### src/rtl/regfile_pkg.sv
// Shared sizing constants for the 2-read / 1-write register file.
//   REG_WIDTH  : data width of one register
//   REG_COUNT  : number of architectural registers
//   REG_ADDR_W : register address width (log2 of REG_COUNT)
//   ZERO_REG   : index of the hardwired-zero register
package regfile_pkg;

  localparam int unsigned REG_WIDTH  = 32;
  localparam int unsigned REG_COUNT  = 32;
  localparam int unsigned REG_ADDR_W = 5;
  localparam int unsigned ZERO_REG   = 0;

endpackage : regfile_pkg

### src/rtl/mux32.sv
// 32:1 multiplexer of WIDTH-bit words.
//   sel  : 5-bit input select
//   din  : 32 input words, din[k] selected when sel == k
//   dout : selected word (combinational)
module mux32
  import regfile_pkg::*;
#(
  parameter int unsigned WIDTH = REG_WIDTH
) (
  input  logic [4:0]            sel,
  input  logic [31:0][WIDTH-1:0] din,
  output logic [WIDTH-1:0]      dout
);

  assign dout = din[sel];

endmodule : mux32

### src/rtl/register32_en.sv
// WIDTH-bit storage register with load enable.
//   clk   : rising-edge clock
//   reset : asynchronous, active-high clear
//   en    : load enable; d is captured on the rising edge when high
//   d     : load data
//   q     : stored value
module register32_en
  import regfile_pkg::*;
#(
  parameter int unsigned WIDTH = REG_WIDTH
) (
  input  logic             clk,
  input  logic             reset,
  input  logic             en,
  input  logic [WIDTH-1:0] d,
  output logic [WIDTH-1:0] q
);

  // Reset dominates, so an edge seen while reset is high never loads.
  always_ff @(posedge clk or posedge reset) begin
    if (reset) begin
      q <= '0;
    end else if (en) begin
      q <= d;
    end
  end

endmodule : register32_en

### src/rtl/regfile_2r1w.sv
// 32 x 32-bit register file, two combinational read ports, one write port.
//   clk           : rising-edge clock
//   reset         : asynchronous, active-high; clears every register
//   RegWrite      : write enable for this cycle
//   WriteRegister : write address
//   WriteData     : write data
//   ReadRegister1 : read port 1 address
//   ReadRegister2 : read port 2 address
//   ReadData1     : contents of ReadRegister1 (combinational, no bypass)
//   ReadData2     : contents of ReadRegister2 (combinational, no bypass)
// DEPTH is fixed at 32 and ADDR_W at 5 to match the 32:1 read multiplexers.
module regfile_2r1w
  import regfile_pkg::*;
#(
  parameter int unsigned WIDTH  = REG_WIDTH,
  parameter int unsigned DEPTH  = REG_COUNT,
  parameter int unsigned ADDR_W = REG_ADDR_W
) (
  input  logic              clk,
  input  logic              reset,
  input  logic              RegWrite,
  input  logic [ADDR_W-1:0] WriteRegister,
  input  logic [WIDTH-1:0]  WriteData,
  input  logic [ADDR_W-1:0] ReadRegister1,
  input  logic [ADDR_W-1:0] ReadRegister2,
  output logic [WIDTH-1:0]  ReadData1,
  output logic [WIDTH-1:0]  ReadData2
);

  logic [DEPTH-1:0]            wr_en_c;
  logic [DEPTH-1:0][WIDTH-1:0] reg_q;

  // One-hot write decode; all zero when RegWrite is low.
  assign wr_en_c = DEPTH'(RegWrite) << WriteRegister;

  // Register 0 is a tie-off, so a write to address 0 simply has no target.
  assign reg_q[ZERO_REG] = '0;

  for (genvar i = 1; i < DEPTH; i++) begin : g_reg
    register32_en #(
      .WIDTH (WIDTH)
    ) u_reg (
      .clk   (clk),
      .reset (reset),
      .en    (wr_en_c[i]),
      .d     (WriteData),
      .q     (reg_q[i])
    );
  end

  // Independent read ports; same-cycle writes are not forwarded.
  mux32 #(
    .WIDTH (WIDTH)
  ) u_rd1_mux (
    .sel  (ReadRegister1),
    .din  (reg_q),
    .dout (ReadData1)
  );

  mux32 #(
    .WIDTH (WIDTH)
  ) u_rd2_mux (
    .sel  (ReadRegister2),
    .din  (reg_q),
    .dout (ReadData2)
  );

endmodule : regfile_2r1w

### config.mk
export PLATFORM = sky130hd
export DESIGN_NAME = regfile_2r1w
export DESIGN_NICKNAME = d
export VERILOG_FILES = /design/src/rtl/regfile_pkg.sv /design/src/rtl/mux32.sv /design/src/rtl/register32_en.sv /design/src/rtl/regfile_2r1w.sv
export SDC_FILE = /design/constraint.sdc
export NUM_CORES = 2
export LEC_CHECK = 0
export BUFFER_PORTS_ARGS = -buffer_cell sky130_fd_sc_hd__buf_4
export CAP_MARGIN = 25
export CELL_PAD_IN_SITES_DETAIL_PLACEMENT = 1
export CELL_PAD_IN_SITES_GLOBAL_PLACEMENT = 1
export CORE_MARGIN = 8
export CORE_UTILIZATION = 49
export CTS_CLUSTER_SIZE = 16
export DETAILED_ROUTE_END_ITERATION = 10
export HOLD_SLACK_MARGIN = 0.12
export PLACE_DENSITY_LB_ADDON = 0.05
export SETUP_SLACK_MARGIN = 0.4
export SLEW_MARGIN = 20
export SYNTH_ARGS = -nofsm -noshare
export SYNTH_HDL_FRONTEND = slang
export SYNTH_SLANG_ARGS = --single-unit
### constraint.sdc
create_clock -name clk -period 30 [get_ports clk]
set_input_delay 1.5 -clock clk [delete_from_list [all_inputs] [get_ports clk]]
set_output_delay 1.5 -clock clk [all_outputs]
set_load 0.05 [all_outputs]
# After elaboration in Yosys (flattened, before gate mapping)
# Cells that the tools add are included.
# word_totals
register_bits,992
out_inout_bits,64
input_bits,50
elab_cells,38
# classes
n_mux,4
shifts,1
magnitude_cmp,2
# op_table
operator,n
binary-select mux 32 bit (select 5 bit),2
two-way mux 32 bit,2
<< shifter 1 x 5 -> 32 bit,1
"less-than comparator 5 x 6 -> 1 bit, second input constant",2

# Depth between registers and ports, before layout
# depth
ltp_word,2
ltp_mapped,8
mapped_depth_nobuf,4

# By module
# From an unflattened synthesis, not the netlist that was laid out.
# unflattened
cells_unflattened,4502
area_unflattened_um2,59817.4
# by_module_without_submodules
module,instances,cells_per_inst,area_per_inst_um2,seq_area_each_um2
register32_en,31,69,1348.8,800.8
mux32,2,1158,8887.3,0.0
regfile_2r1w,1,47,230.2,0.0

# Worst setup path after synthesis
# No wires, ideal clock.
# synth_path
path_type,input -> output
from,input ReadRegister1[0]
to,output ReadData1[23]
cell_stages,8
t_required_ns,28.500
path_slack_ns,24.782
n_path_buf,4
arrival_ns,3.718
path_cell_list,buf_2 > buf_6 > buf_4 > buf_2 > mux2i_1 > o22ai_1 > a211oi_1 > o31ai_1
# synth_between
elab_chain_cells,2
# synth_lines
element,line_no,text
from (decl),regfile_2r1w.sv:24,"input logic [ADDR_W-1:0] ReadRegister1,"
binary-select mux 32 bit (select 5 bit),mux32.sv:15,assign dout = din[sel];
two-way mux 32 bit (implied by the code),mux32.sv:15,
to (decl),regfile_2r1w.sv:26,"output logic [WIDTH-1:0] ReadData1,"
# Every way passes these cells. The select of a mux whose other input is x is not followed.

# Worst setup path after layout
# layout_path
from,input ReadRegister2[0]
to,output ReadData2[30]
# layout_between
elab_chain_cells,2
# layout_lines
element,line_no,text
from (decl),regfile_2r1w.sv:25,"input logic [ADDR_W-1:0] ReadRegister2,"
binary-select mux 32 bit (select 5 bit),mux32.sv:15,
two-way mux 32 bit (implied by the code),mux32.sv:15,
to (decl),regfile_2r1w.sv:27,output logic [WIDTH-1:0] ReadData2
# Every way passes these cells. The select of a mux whose other input is x is not followed.

==> impl_metrics.tcl <==
set metrics [dict create \
    vias 34445 \
    grtUsageTotal_pct 30.47 \
    place_ws_ns 22.89 \
    clock_latency_ns 0.70 \
    drt_first_pass_iters 7 \
    via_per_inst 6.866 \
    finalSetupViolations 0 \
    avgRoutedWirePerCell_um 36.51 \
    hold_class "register to register" \
    crit_arrival_ns 5.61 \
    max_freq_ghz 0.1407 \
    cts.htree.levels 3 \
    path_class "input pin to primary output" \
    largestRegisters "g.u_reg.q: 992 flops" \
    power.density_mw_per_mm2 70.44 \
    drt_iter0_markers 2819 \
    ys_seq_area_share_pct 46.63 \
    worst_slew_pin_slew_ns 1.062 \
    post_cts_resized 0 \
    ys.warnings.count 0 \
    setup_slack_ns 22.89 \
    first_global_vias 38354 \
    nets 3554 \
    outcome "completed" \
    syn_avg_cell_area_um2 14.78 \
    ys_seq_elements 992 \
    rows 121 \
    cap_viol_max_count 0 \
    ir_worst_vdd_mv 0.04527 \
    r2r_setup_slack_ns 29.17 \
    startpoint_type "input pin" \
    synthCells 3602 \
    cts_root_buf "clkbuf_16" \
    start_util_pct 49.18 \
    post_cts_buffers 0 \
    reg2reg_depth 1 \
    hold_violations 0 \
    synth_area_mm2 0.05323 \
    p_leak_nw 25.73 \
    finalCritPeriodShare_pct 23.68 \
    routabilityCongestion 0.7922 \
    coreArea_mm2 0.1082 \
    hp-start "g_reg[3].u_reg.q[12]" \
    antenna_found_initial 7 \
    period_minus_slack_ns 7.105 \
    die_width_um 345.6 \
    met3_usage_pct 5.801 \
    synth_cell_types 27 \
    design_area_mm2 0.05887 \
    syn-num-nets 3652 \
    largest_reg_flops 992 \
    cts_buffer_depth 3 \
    fin_cells 5017 \
    hold_buffers 0 \
    reg2reg_to "g_reg[28].u_reg.q[31]" \
    cp_max_fo 76 \
    syn2layout_area_growth_pct 10.59 \
    dpl.hpwl_um 103200 \
    die_area_mm2 0.1194 \
    grt_first_pass_wirelength_um 270700 \
    holdPathStages 1 \
    rsz0062_at_grt "no" \
    wl_um 183200 \
    cts_made_buffers 113 \
    slew_violations 0 \
    hold_end "g_reg[3].u_reg.q[12]" \
    slew_headroom_pct 29.22 \
    die_y_um 345.6 \
    tns_ns 0 \
    regToRegStartpoint "g_reg[28].u_reg.q[31]" \
    grt_overflow 0 \
    finalPower_mw 4.147 \
    max_flop_register "g.u_reg.q" \
    clkTransAtPathRegs_ns 0.05 \
    drcViolationCount 0 \
    grt_util_met2_pct 48.95 \
    skew_ns 0 \
    ant_nets 0 \
    cts_tree "done" \
    end_kind "primary output" \
    grt_busiest_layer "met2" \
    drive_above_1_share_pct 51.19 \
    dp_cells 4802 \
    use_met1_pct 41.28 \
    portBuffers 113 \
    place_area_mm2 0.05490 \
    io-pin-count 114 \
    grt_max_degree 169 \
    crit_required_ns 28.50 \
    cts.sinks 992 \
]
[metrics by stage]
| stage | util [%] | hold WS, ns |
|---|---|---|
| floorplan | - | 0.4754 |
| global placement | 50.69 | 0.4849 |
| detailed placement | 50.72 | 0.5073 |
| CTS | 54.34 | 0.5205 |
| global route | 54.38 | 0.5377 |
| finish | 54.38 | 0.5204 |
[power breakdown]
part | switching (mW) | internal [mW] | leakage, nW
registers | 0.197 | 1.60 | 12.7
clock network | 0.580 | 0.871 | 1.96
logic | 0.402 | 0.495 | 11.1
total | 1.18 | 2.97 | 25.7
[layout make-up]
| type | count | area, µm² |
|---|---|---|
| Antenna cell | 3 | 7.507 |
| Clock buffer | 179 | 3572 |
| Clock inverter | 32 | 350.3 |
| Fill cell | 10028 | 49380 |
| Inverter | 3 | 18.77 |
| Multi-Input combinational cell | 2205 | 26810 |
| Sequential cell | 992 | 24820 |
| Tap cell | 1414 | 1769 |
| Timing Repair Buffer | 189 | 1513 |
[per-layer routing]
layer	wire (µm)	share of wire, %
met1	77020	42
met2	86770	47
met3	11610	6.3
met4	7747	4.2
met5	27	0.015
[cells in the final DEF (no fill, tap or decap), drive strengths merged]
| master | n |
|---|---|
| nand3 | 4 |
| a22o | 192 |
| a211oi | 64 |
| inv | 3 |
| nor3b | 2 |
| nor2b | 8 |
| o22ai | 64 |
| nand4b | 3 |
| diode | 3 |
| nor3 | 3 |
| mux4 | 384 |
| nand2b | 8 |
| clkbuf | 179 |
| buf | 189 |
| and2 | 66 |
| mux2i | 192 |
| nor2 | 15 |
| mux2 | 1056 |
| o31ai | 64 |
| nand2 | 15 |
| dfrtp | 992 |
| clkinv | 25 |
| nand4 | 1 |
| bufinv | 7 |
| o21ai | 64 |
[logic make-up (layout without fill, tap and decap cells)]
logic type             Yosys count  in the layout  synth area share (%)
AOI/OAI and AO/OA              448            448                 6.318
buffers and inverters          405            403                 3.493
DFF                            992            992                 46.63
muxes                         1632           1632                 42.20
other                            0              3                     0
and+or+nand+nor                125            125                 1.359
[cell usage after synthesis]
library cell | number | area share [%]
o21ai_1 | 64 | 0.60
o31ai_1 | 64 | 0.90
a211oi_1 | 64 | 0.90
mux2i_1 | 192 | 3.6
nand3_1 | 4 | 0.038
mux2_2 | 1032 | 22
inv_1 | 3 | 0.021
nor3b_2 | 2 | 0.047
mux4_2 | 384 | 16
nand4_1 | 1 | 0.012
nand2b_1 | 8 | 0.094
clkbuf_1 | 211 | 1.5
buf_2 | 136 | 1.3
mux2_1 | 24 | 0.51
nand2_1 | 15 | 0.11
dfrtp_1 | 992 | 47
buf_6 | 10 | 0.21
o22ai_1 | 64 | 0.75
buf_1 | 20 | 0.14
nor3_1 | 2 | 0.019
and2_1 | 66 | 0.78
nor3_2 | 1 | 0.019
a22o_1 | 192 | 3.2
nor2_1 | 15 | 0.11
nand4b_1 | 3 | 0.049
nor2b_1 | 8 | 0.094
buf_4 | 25 | 0.35
[worst max-delay path, cell delays in order]
cell and delay (ns):
buf_8 0.68, buf_4 0.75, buf_4 0.86, mux4_2 0.38
mux2i_1 0.07, and2_1 0.17, o31ai_1 0.68, buf_4 0.33
[worst max-delay path by stage]
stage | from | endpoint | slack (ns) | cells after the start
2_1_floorplan | reset | g_reg[10].u_reg.q[0] | 0.59 | 1
3_3_place_gp | ReadRegister2[0] | ReadData2[8] | 22.86 | 8
3_5_place_dp | ReadRegister2[0] | ReadData2[8] | 22.89 | 8
4_1_cts | ReadRegister2[0] | ReadData2[8] | 22.88 | 8
5_1_grt | ReadRegister2[0] | ReadData2[30] | 22.66 | 8
6_report | ReadRegister2[0] | ReadData2[30] | 22.89 | 8
No activity file was read; power rests on OpenSTA's default activity.
